`config.mk`:
```
export PLATFORM = sky130hd
export DESIGN_NAME = ibex_lockstep_cmp_flat
export DESIGN_NICKNAME = d
export VERILOG_FILES = /design/src/rtl/ibex_lockstep_cmp_if.sv /design/src/rtl/ibex_lockstep_cmp.sv /design/src/flat_wrapper.sv
export SDC_FILE = /design/constraint.sdc
export NUM_CORES = 1
export LEC_CHECK = 0
export ABC_CLOCK_PERIOD_IN_PS = 3700
export CAP_MARGIN = 20
export CORE_MARGIN = 4
export CORE_UTILIZATION = 46
export DETAILED_ROUTE_END_ITERATION = 7
export GPL_TIMING_DRIVEN = 1
export PLACE_DENSITY = 0.83
export SYNTH_ARGS = -nofsm -noshare
export SYNTH_HDL_FRONTEND = slang
export SYNTH_SLANG_ARGS = --single-unit
```
`constraint.sdc`:
```
create_clock -name clk_i -period 3.7 [get_ports clk_i]
set_clock_uncertainty 0.05 [all_clocks]
set_input_delay 0.37 -clock clk_i [delete_from_list [all_inputs] [get_ports clk_i]]
set_output_delay 0.37 -clock clk_i [all_outputs]
set_load 0.05 [all_outputs]
```
`src/rtl/ibex_lockstep_cmp_if.sv`:
```
// ----------------------------------------------------------------------------
// ibex_lockstep_cmp_if
// Bundles the compare traffic between the two lockstep cores and the
// comparator.
//
// Signals
//   enable_i        comparison enable
//   main_valid_i    main-core sample valid
//   main_data_i     main-core outputs, channel k in [k*ChanWidth +: ChanWidth]
//   shadow_valid_i  shadow-core sample valid
//   shadow_data_i   shadow-core outputs, same packing as main_data_i
//   chan_mask_i     per-channel compare enable (0 = channel ignored)
//   mismatch_o      registered per-channel mismatch flags
//   alert_minor_o   one-cycle pulse per mismatching compare cycle
//   alert_major_o   sticky fault indication
//   err_cnt_o       mismatch-cycle count
//   state_o         comparator state: 0 WARMUP, 1 ACTIVE, 2 FAULT
//
// Modports
//   master  side that feeds the samples and observes the results
//   slave   the comparator itself
// ----------------------------------------------------------------------------
interface ibex_lockstep_cmp_if #(
    parameter int NumChannels = 4,
    parameter int ChanWidth   = 32
);
    logic                             enable_i;
    logic                             main_valid_i;
    logic [NumChannels*ChanWidth-1:0] main_data_i;
    logic                             shadow_valid_i;
    logic [NumChannels*ChanWidth-1:0] shadow_data_i;
    logic [NumChannels-1:0]           chan_mask_i;
    logic [NumChannels-1:0]           mismatch_o;
    logic                             alert_minor_o;
    logic                             alert_major_o;
    logic [7:0]                       err_cnt_o;
    logic [1:0]                       state_o;

    modport master (
        output enable_i, main_valid_i, main_data_i,
               shadow_valid_i, shadow_data_i, chan_mask_i,
        input  mismatch_o, alert_minor_o, alert_major_o, err_cnt_o, state_o
    );

    modport slave (
        input  enable_i, main_valid_i, main_data_i,
               shadow_valid_i, shadow_data_i, chan_mask_i,
        output mismatch_o, alert_minor_o, alert_major_o, err_cnt_o, state_o
    );
endinterface

```
`src/rtl/ibex_lockstep_cmp.sv`:
```
// ----------------------------------------------------------------------------
// ibex_lockstep_cmp
// Lockstep comparator: the main-core sample stream is delayed by
// LockstepOffset cycles and compared channel by channel against the shadow
// core. Mismatches raise per-channel flags and a minor alert; a valid
// disagreement, or enough mismatching cycles, latches a major fault that only
// rst_i clears.
//
// Ports
//   clk_i   sole clock, rising edge
//   rst_i   synchronous active-high reset
//   bus     ibex_lockstep_cmp_if.slave (enable, main/shadow samples, channel
//           mask, mismatch flags, alerts, error count, state)
//
// Parameters
//   NumChannels     compared channels (1..16)
//   ChanWidth       bits per channel (1..64)
//   LockstepOffset  main-to-shadow delay in cycles (1..8)
//   MinorThreshold  mismatch cycles before fault (1..255), counter build only
//
// Build option
//   IBEX_LOCKSTEP_CMP_CNT_EN  defined: mismatch cycles are counted (saturating
//                             at 255) and the fault is raised when the count
//                             reaches MinorThreshold.
//                             undefined: no counter, err_cnt_o is 0 and the
//                             first mismatching cycle raises the fault.
// ----------------------------------------------------------------------------
module ibex_lockstep_cmp #(
    parameter int NumChannels    = 4,
    parameter int ChanWidth      = 32,
    parameter int LockstepOffset = 2,
    parameter int MinorThreshold = 3
) (
    input  logic                clk_i,
    input  logic                rst_i,
    ibex_lockstep_cmp_if.slave  bus
);

    localparam int         DataW    = NumChannels * ChanWidth;
    localparam logic [3:0] WarmLast = 4'(LockstepOffset - 1);

    typedef enum logic [1:0] {
        ST_WARMUP = 2'd0,
        ST_ACTIVE = 2'd1,
        ST_FAULT  = 2'd2
    } state_e;

    if (NumChannels < 1 || NumChannels > 16 || ChanWidth < 1 || ChanWidth > 64 ||
        LockstepOffset < 1 || LockstepOffset > 8 ||
        MinorThreshold < 1 || MinorThreshold > 255) begin : g_cfg_check
        $error("ibex_lockstep_cmp: parameter out of range");
    end

    function automatic logic [7:0] f_sat_inc8(input logic [7:0] v);
        return (v == 8'hFF) ? v : v + 8'd1;
    endfunction

    state_e                r_state;
    state_e                w_state_nxt;
    logic [3:0]            r_warm_cnt;
    logic [3:0]            w_warm_cnt_nxt;

    logic [LockstepOffset-1:0] r_dly_vld;
    logic [DataW-1:0]          r_dly_data [LockstepOffset];
    logic                      w_dly_vld;
    logic [DataW-1:0]          w_dly_data;

    logic                   w_active_en;
    logic                   w_flush;
    logic                   w_vld_err;
    logic                   w_compare;
    logic [NumChannels-1:0] w_mis_vec;
    logic                   w_any_mis;
    logic                   w_cnt_fault;

    logic [NumChannels-1:0] r_mismatch;
    logic                   r_alert_minor;

    // ---- delay line: main stream delayed by LockstepOffset cycles ----
    always_ff @(posedge clk_i) begin
        r_dly_data[0] <= bus.main_data_i;
        for (int i = 1; i < LockstepOffset; i++) begin
            r_dly_data[i] <= r_dly_data[i-1];
        end
    end

    // Leaving ACTIVE drops every in-flight sample, including the one arriving
    // this cycle, so a re-warm-up never compares stale main data.
    always_ff @(posedge clk_i) begin
        if (rst_i || w_flush) begin
            r_dly_vld <= '0;
        end else begin
            r_dly_vld[0] <= bus.main_valid_i;
            for (int i = 1; i < LockstepOffset; i++) begin
                r_dly_vld[i] <= r_dly_vld[i-1];
            end
        end
    end

    assign w_dly_vld  = r_dly_vld[LockstepOffset-1];
    assign w_dly_data = r_dly_data[LockstepOffset-1];

    // ---- compare stage ----
    assign w_active_en = (r_state == ST_ACTIVE) && bus.enable_i;
    assign w_flush     = (r_state == ST_ACTIVE) && !bus.enable_i;
    assign w_vld_err   = w_active_en && (w_dly_vld != bus.shadow_valid_i);
    assign w_compare   = w_active_en && w_dly_vld && bus.shadow_valid_i;

    always_comb begin
        w_mis_vec = '0;
        if (w_compare) begin
            for (int k = 0; k < NumChannels; k++) begin
                w_mis_vec[k] = bus.chan_mask_i[k] &&
                    (w_dly_data[k*ChanWidth +: ChanWidth] !=
                     bus.shadow_data_i[k*ChanWidth +: ChanWidth]);
            end
        end
    end

    assign w_any_mis = |w_mis_vec;

    // ---- result stage: flags visible one cycle after the compare ----
    always_ff @(posedge clk_i) begin
        if (rst_i) begin
            r_mismatch    <= '0;
            r_alert_minor <= 1'b0;
        end else begin
            r_mismatch    <= w_mis_vec;
            r_alert_minor <= w_any_mis;
        end
    end

`ifdef IBEX_LOCKSTEP_CMP_CNT_EN
    localparam logic [7:0] ThreshW = 8'(MinorThreshold);

    logic [7:0] r_err_cnt;
    logic [7:0] w_err_cnt_inc;

    assign w_err_cnt_inc = f_sat_inc8(r_err_cnt);

    always_ff @(posedge clk_i) begin
        if (rst_i) begin
            r_err_cnt <= 8'd0;
        end else if (w_any_mis) begin
            r_err_cnt <= w_err_cnt_inc;
        end
    end

    // The fault is decided on the post-increment count so that it appears
    // together with the count that reached the threshold.
    assign w_cnt_fault = w_any_mis && (w_err_cnt_inc >= ThreshW);
`else
    assign w_cnt_fault = w_any_mis;
`endif

    // ---- FSM: state register ----
    always_ff @(posedge clk_i) begin
        if (rst_i) begin
            r_state    <= ST_WARMUP;
            r_warm_cnt <= 4'd0;
        end else begin
            r_state    <= w_state_nxt;
            r_warm_cnt <= w_warm_cnt_nxt;
        end
    end

    // ---- FSM: next state ----
    always_comb begin
        w_state_nxt    = r_state;
        w_warm_cnt_nxt = r_warm_cnt;
        case (r_state)
            ST_WARMUP: begin
                if (!bus.enable_i) begin
                    w_warm_cnt_nxt = 4'd0;
                end else if (r_warm_cnt == WarmLast) begin
                    w_state_nxt    = ST_ACTIVE;
                    w_warm_cnt_nxt = 4'd0;
                end else begin
                    w_warm_cnt_nxt = r_warm_cnt + 4'd1;
                end
            end
            ST_ACTIVE: begin
                // Dropping enable wins over any mismatch seen in the same cycle.
                if (!bus.enable_i) begin
                    w_state_nxt    = ST_WARMUP;
                    w_warm_cnt_nxt = 4'd0;
                end else if (w_vld_err || w_cnt_fault) begin
                    w_state_nxt = ST_FAULT;
                end
            end
            ST_FAULT: begin
                w_state_nxt = ST_FAULT;
            end
            default: begin
                w_state_nxt    = ST_WARMUP;
                w_warm_cnt_nxt = 4'd0;
            end
        endcase
    end

    // ---- FSM: outputs ----
    always_comb begin
        bus.state_o       = r_state;
        bus.alert_major_o = (r_state == ST_FAULT);
        bus.mismatch_o    = r_mismatch;
        bus.alert_minor_o = r_alert_minor;
`ifdef IBEX_LOCKSTEP_CMP_CNT_EN
        bus.err_cnt_o     = r_err_cnt;
`else
        bus.err_cnt_o     = 8'd0;
`endif
    end

endmodule
```
`src/flat_wrapper.sv`:
```
// flat-port wrapper written by rule: the top's interface ports become plain ports
module ibex_lockstep_cmp_flat 
#(
    parameter int NumChannels    = 4,
    parameter int ChanWidth      = 32,
    parameter int LockstepOffset = 2,
    parameter int MinorThreshold = 3
)
  (clk_i, rst_i, bus_enable_i, bus_main_valid_i, bus_main_data_i, bus_shadow_valid_i, bus_shadow_data_i, bus_chan_mask_i, bus_mismatch_o, bus_alert_minor_o, bus_alert_major_o, bus_err_cnt_o, bus_state_o);
  ibex_lockstep_cmp_if #(.NumChannels(NumChannels), .ChanWidth(ChanWidth)) bus_i ();
  input  logic clk_i;
  input  logic rst_i;
  input wire logic [$bits(bus_i.enable_i)-1:0] bus_enable_i;
  input wire logic [$bits(bus_i.main_valid_i)-1:0] bus_main_valid_i;
  input wire logic [$bits(bus_i.main_data_i)-1:0] bus_main_data_i;
  input wire logic [$bits(bus_i.shadow_valid_i)-1:0] bus_shadow_valid_i;
  input wire logic [$bits(bus_i.shadow_data_i)-1:0] bus_shadow_data_i;
  input wire logic [$bits(bus_i.chan_mask_i)-1:0] bus_chan_mask_i;
  output wire logic [$bits(bus_i.mismatch_o)-1:0] bus_mismatch_o;
  output wire logic [$bits(bus_i.alert_minor_o)-1:0] bus_alert_minor_o;
  output wire logic [$bits(bus_i.alert_major_o)-1:0] bus_alert_major_o;
  output wire logic [$bits(bus_i.err_cnt_o)-1:0] bus_err_cnt_o;
  output wire logic [$bits(bus_i.state_o)-1:0] bus_state_o;
  assign bus_i.enable_i = bus_enable_i;
  assign bus_i.main_valid_i = bus_main_valid_i;
  assign bus_i.main_data_i = bus_main_data_i;
  assign bus_i.shadow_valid_i = bus_shadow_valid_i;
  assign bus_i.shadow_data_i = bus_shadow_data_i;
  assign bus_i.chan_mask_i = bus_chan_mask_i;
  assign bus_mismatch_o = bus_i.mismatch_o;
  assign bus_alert_minor_o = bus_i.alert_minor_o;
  assign bus_alert_major_o = bus_i.alert_major_o;
  assign bus_err_cnt_o = bus_i.err_cnt_o;
  assign bus_state_o = bus_i.state_o;
  ibex_lockstep_cmp #(.NumChannels(NumChannels), .ChanWidth(ChanWidth), .LockstepOffset(LockstepOffset), .MinorThreshold(MinorThreshold)) u_core (.clk_i(clk_i), .rst_i(rst_i), .bus(bus_i));
endmodule
```
# Yosys cells after proc, flatten, opt, wreduce, memory -nomap -nowiden
# Memory sizes are Yosys's and may differ from the RTL's.
# Index checks and enable logic that the tools add are counted.
dict set report word_totals {
  register_bits 13
  mem_bits_rw 256
  inputBits 265
  out_inout_bits 16
  wordCells 46
  mem_count 1
}
dict set report classes {
  n_addsub 1
  eq_ne 12
  mux 10
  n_bitwise 1
  n_reduce_logical 16
}
# memory words word_bits rd rd_ports_with_merged_regs write_ports line
set mem_list {}
lappend mem_list {u_core.r_dly_data 2 128 2 0 2 ibex_lockstep_cmp.sv:64} ;# logic [DataW-1:0] r_dly_data [LockstepOffset];
# operator count
set op_table {}
lappend op_table {{$ne 32x32->1} 4}
lappend op_table {{$mux 4} 4}
lappend op_table {{$pmux 4 s3} 1}
lappend op_table {{$logic_and 1x1->1} 9}
lappend op_table {{$mux 2} 4}
lappend op_table {{$pmux 2 s3} 1}
lappend op_table {{$add 4x1->4 const B} 1}
lappend op_table {{$eq 4x1->1 const B} 1}
lappend op_table {{$ne 2x2->1 const B} 2}
lappend op_table {{$reduce_or 4->1} 1}
lappend op_table {{$ne 3x3->1 const B} 1}
lappend op_table {{$reduce_and 3->1} 1}
lappend op_table {{$eq 2x1->1 const B} 1}
lappend op_table {{$eq 2x2->1 const B} 1}
lappend op_table {{$logic_not 2->1} 1}
lappend op_table {{$logic_or 1x1->1} 2}
lappend op_table {{$ne 2x1->1 const B} 1}
lappend op_table {{$reduce_and 2->1} 1}
lappend op_table {{$logic_not 1->1} 1}
lappend op_table {{$ne 1x1->1} 1}
lappend op_table {{$not 1->1} 1}

# Logic depth before layout (Yosys ltp)
dict set report depth {
  ltp_word 10
  depth_mapped 6
}

# Least setup slack after synthesis
# Ideal clock, no wire load.
dict set report synth_timing {
  path_type {register -> register}
  startpoint {reg u_core.r_state[0], in the netlist u_core.bus.state_o[0]}
  endpoint {reg u_core.r_state[0], in the netlist u_core.bus.state_o[0]}
  setup_time_ns 0.117
  arrival_ns 1.579
  setup_slack_ns 1.954
  stages_incl_launch_ff 7
  path_buffers 0
  cell_sequence {dfxtp_1 -> nand3b_1 -> nor2_1 -> nand2_1 -> a21oi_1 -> nor4_2 -> a22o_1}
}
dict set report synth_between {
  elab_chain_len 9
  elab_cells_between_ends 15
  classes_between {5 x eq/ne; 2 x mux; 8 x reduce/logical}
}
# element line
set synth_lines {}
lappend synth_lines {{start: declaration} ibex_lockstep_cmp.sv:58} ;# state_e r_state;
lappend synth_lines {{start signal: assignment} ibex_lockstep_cmp.sv:162} ;# r_state <= w_state_nxt;
lappend synth_lines {{$eq 2x1->1} {ibex_lockstep_cmp.sv:104, ibex_lockstep_cmp.sv:171}}
lappend synth_lines {{$logic_and 1x1->1} ibex_lockstep_cmp.sv:104} ;# assign w_active_en = (r_state == ST_ACTIVE) && bus.enable_i;
lappend synth_lines {{$logic_and 1x1->1 (2 in series)} ibex_lockstep_cmp.sv:107} ;# assign w_compare = w_active_en && w_dly_vld && bus.shadow_valid_i;
lappend synth_lines {{$mux 4} ibex_lockstep_cmp.sv:111} ;# if (w_compare) begin
lappend synth_lines {{$reduce_or 4->1} ibex_lockstep_cmp.sv:120} ;# assign w_any_mis = |w_mis_vec;
lappend synth_lines {{$logic_or 1x1->1} ibex_lockstep_cmp.sv:187} ;# end else if (w_vld_err || w_cnt_fault) begin
lappend synth_lines {{$ne 3x3->1 (no line)} --}
lappend synth_lines {{$reduce_and 3->1 (no line)} --}
# Several ways; a longest one is shown, not always the timed one.
# A chain may end at the register's enable or synchronous reset.

# Worst setup path in the final report
dict set report layout_timing {
  startpoint {reg u_core.r_state[0], in the netlist u_core.bus.state_o[0]}
  endpoint {out bus_alert_major_o}
}
dict set report layout_between {
  elab_chain_len 1
}
# element line
set layout_lines {}
lappend layout_lines {{$eq 2x2->1} ibex_lockstep_cmp.sv:204} ;# bus.alert_major_o = (r_state == ST_FAULT);
lappend layout_lines {{end: declaration} flat_wrapper.sv:21} ;# output wire logic [$bits(bus_i.alert_major_o)-1:0] bus_alert_major_o;
# Every way passes these cells.

==> results_dict.tcl <==
set metrics [dict create \
    outcome "finished, final reports clean" \
    path_max_fanout 5 \
    cts_tree "built" \
    chipWidth_um 132 \
    finalHoldViolations 0 \
    p_clk_share_pct 42.3 \
    tns_ns 0 \
    drv_cap 0 \
    finalSetupViolCount 0 \
    grtUsageTotal_pct 18.3 \
    synth_top_family_by_area "XOR/XNOR gates" \
    finalNetCount 1059 \
    numCtsBuffers 26 \
    drv_slew 0 \
    avgViaCountPerCell 4.39 \
    cp.required_ns 3.28 \
    seq_power_share_pct 50.0 \
    core_um2 15100 \
    path_delay_family "buffers and inverters" \
    clk_pin_slew_worst_paths_ns 0.07 \
    drc 0 \
    grt_max_degree 17 \
    ys_ff_latch 269 \
    pwr-share-comb_pct 7.8 \
    drtPass1Iterations 4 \
    synth_top_area_share_pct 75.7 \
    grt_pass1_wl_mm 24.9 \
    cp.arrival_ns 1.98 \
    crit_path_start_kind "flop" \
    synth_area_per_cell_um2 14.4 \
    dieArea_um2 17500 \
    yosysTopAreaCell "dfxtp_1" \
    synth_fa_ha_area_share_pct 0.352 \
    antenna_left 0 \
    peakVddDrop_uv 410 \
    clk-insertion-delay-late_ns 0.52 \
    swShare_pct 20.8 \
    synth-edff-count 0 \
    clk_path_buf_depth 3 \
    period_share_pct 64.8 \
    hold_path.class "input pin to flop" \
    synthTopCellsByArea "dfxtp_1 (76%), xnor2_1 (16%), nand4_1 (2.9%)" \
    areaGrowthSynthToFinish_pct 53.4 \
    switchingPower_w 0.00129 \
    gp_congestion 0.803 \
    power_w 0.00621 \
    worst_pin_slew_ns 0.594 \
    synth-async-reset-ratio_pct 0 \
    max_stage_delay_ns 0.83 \
    postCtsSetupBuffers 0 \
    yosys.area_share.simple_pct 5.86 \
    avgRoutedWirePerCell_um 16.8 \
    rows 45 \
    cts.sinks 269 \
    io_buffers 272 \
    yosys_warnings 0 \
    path_class "flop to output pin" \
    crit_chain "nand2b_1 > inv_1 > clkdlybuf4s50_1" \
    yosysSeqAreaShare_pct 75.7 \
    cts_root_buf "clkbuf_16" \
    synth_ff_type "dfxtp_1" \
    crit_path_end_kind "output pin" \
    powerDensity_nw_per_um2 570 \
    synth_cells 495 \
    start_util_pct 46.9 \
    detailed_place_hpwl_mm 13.0 \
    p_leak_nw 4.16 \
    wl_mm 16.8 \
    fmax_mhz 417 \
    cts_htree_levels 1 \
    synth_xor_xnor_area_share_pct 16.3 \
    rsz0062_at_grt "false" \
    synthMuxAreaShare_pct 0 \
    yosys.cell_types.count 24 \
    post_cts_resized 0 \
    slew_headroom_pct 60.3 \
    period_needed_ns 2.40 \
    layout.cells.non_filler 1000 \
    antenna_found_initial 0 \
    first_global_vias 4905 \
    yosysMostFrequentCell "dfxtp_1" \
    drive_above_1_share_pct 5.80 \
    ios 281 \
    placedCellCount 952 \
    worst_path_max_delay_cell "clkdlybuf4s50_1" \
    synth-compound-area-share_pct 0.686 \
    syn_area_um2 7110 \
    grt-ovfl-total 0 \
    drtIter0Drc 79 \
    crit_buf_inv 2 \
    synth_common_cells "dfxtp_1 (269), xnor2_1 (129), nand4_1 (33), nor2_1 (9)" \
    hold_buffers 0 \
    cell_internal_pwr_w 0.00492 \
    fillers 1001 \
    die_y_um 132 \
    num_vias 4394 \
]
cells by family (layout without fill, tap and decap cells):
| group | Yosys count | after routing |
|---|---|---|
| AO/OA/AOI/OAI | 8 | 8 |
| XOR/XNOR | 132 | 132 |
| adder cells (fa/ha/maj) | 2 | 2 |
| buffers and inverters | 12 | 321 |
| flip-flops | 269 | 269 |
| other | 1 | 9 |
| AND/OR/NAND/NOR | 71 | 71 |
sequential cells by signal, summed over array words and instances (netlist names):
register / cells
u_core.bus.state_o: 2
u_core.r_dly_data: 256
u_core.bus.mismatch_o: 4
u_core.r_dly_vld: 2
u_core.r_warm_cnt: 4
u_core.bus.alert_minor_o: 1
power by group through the flow:
| stage | clock [W] | sequential [W] | combinational [W] |
|---|---|---|---|
| 4_1_cts | 0.00269 | 0.00311 | 0.000488 |
| 6_report | 0.00263 | 0.00310 | 0.000482 |
| 3_5_place_dp | 0 | 0.00317 | 0.000481 |
| 3_3_place_gp | 0 | 0.00316 | 0.000466 |
| 5_1_grt | 0.00281 | 0.00312 | 0.000511 |
| 2_1_floorplan | 0 | 0.00315 | 0.000167 |
cell usage in the layout (no fill, tap or decap), types with 5 or more instances in the layout:
master,n
dfxtp_1,269
nor4_1,8
nand2_1,6
clkdlybuf4s50_1,272
clkbuf_16,27
clkinvlp_4,5
nand4_1,33
conb_1,8
nor2_1,9
xnor2_1,129
clkinv_2,5
final cells by class:
type / instances / area, µm² / share of cell area (%)
multi-input cells: 221 / 1680 / 15.4
well taps: 188 / 235 / 2.16
flip-flops and latches: 269 / 5390 / 49.4
clock buffers: 30 / 707 / 6.48
clock inverters: 17 / 169 / 1.55
inverters: 2 / 7.51 / 0.0688
repair buffers: 272 / 2720 / 25.0
diodes: 1 / 2.50 / 0.0229
worst register-to-register path, stage by stage, from the launching register on:
cell,delay [ns]
dfxtp_1,0.35
xnor2_1,0.13
nand4_1,0.15
nor4_1,0.45
a21oi_1,0.20
nor4_2,0.38
a211oi_1,0.12
through the flow:
stage	setup slack, ns	util (%)	cell area (µm²)	hold WS, ns
finish	1.30	72.0	10900	0.241
global route	1.24	72.0	10900	0.218
CTS	1.27	72.0	10900	0.221
detailed placement	1.13	66.2	10000	0.262
global placement	1.19	66.2	10000	0.260
floorplan	1.95	-	7140	0.260
path summary, 6_finish.rpt:
| kind | cells past startpoint | from | slack (ns) | end |
|---|---|---|---|---|
| min reg2reg | 0 | u_core.r_dly_data[0][118]$_DFF_P_ | 0.27 | u_core.r_dly_data[0][246]$_DFF_P_ |
| min | 1 | bus_main_data_i[46] | 0.24 | u_core.r_dly_data[0][46]$_DFF_P_ |
| max | 3 | u_core.bus.state_o[0]$_SDFFE_PP0P_ | 1.30 | bus_alert_major_o |
| max reg2reg | 6 | u_core.r_dly_data[0][184]$_DFF_P_ | 1.73 | u_core.bus.state_o[1]$_SDFFE_PP0P_ |
routing by layer:
layer  track usage [%]  wire length, µm  vias up
met5                 0                0        -
met4              5.95              432        0
met3              7.56             1680       39
met2              35.7             8970      210
met1              17.1             5750     1957
li1                  -                -     2188
Note: power is estimated with default switching activity, not from simulation.
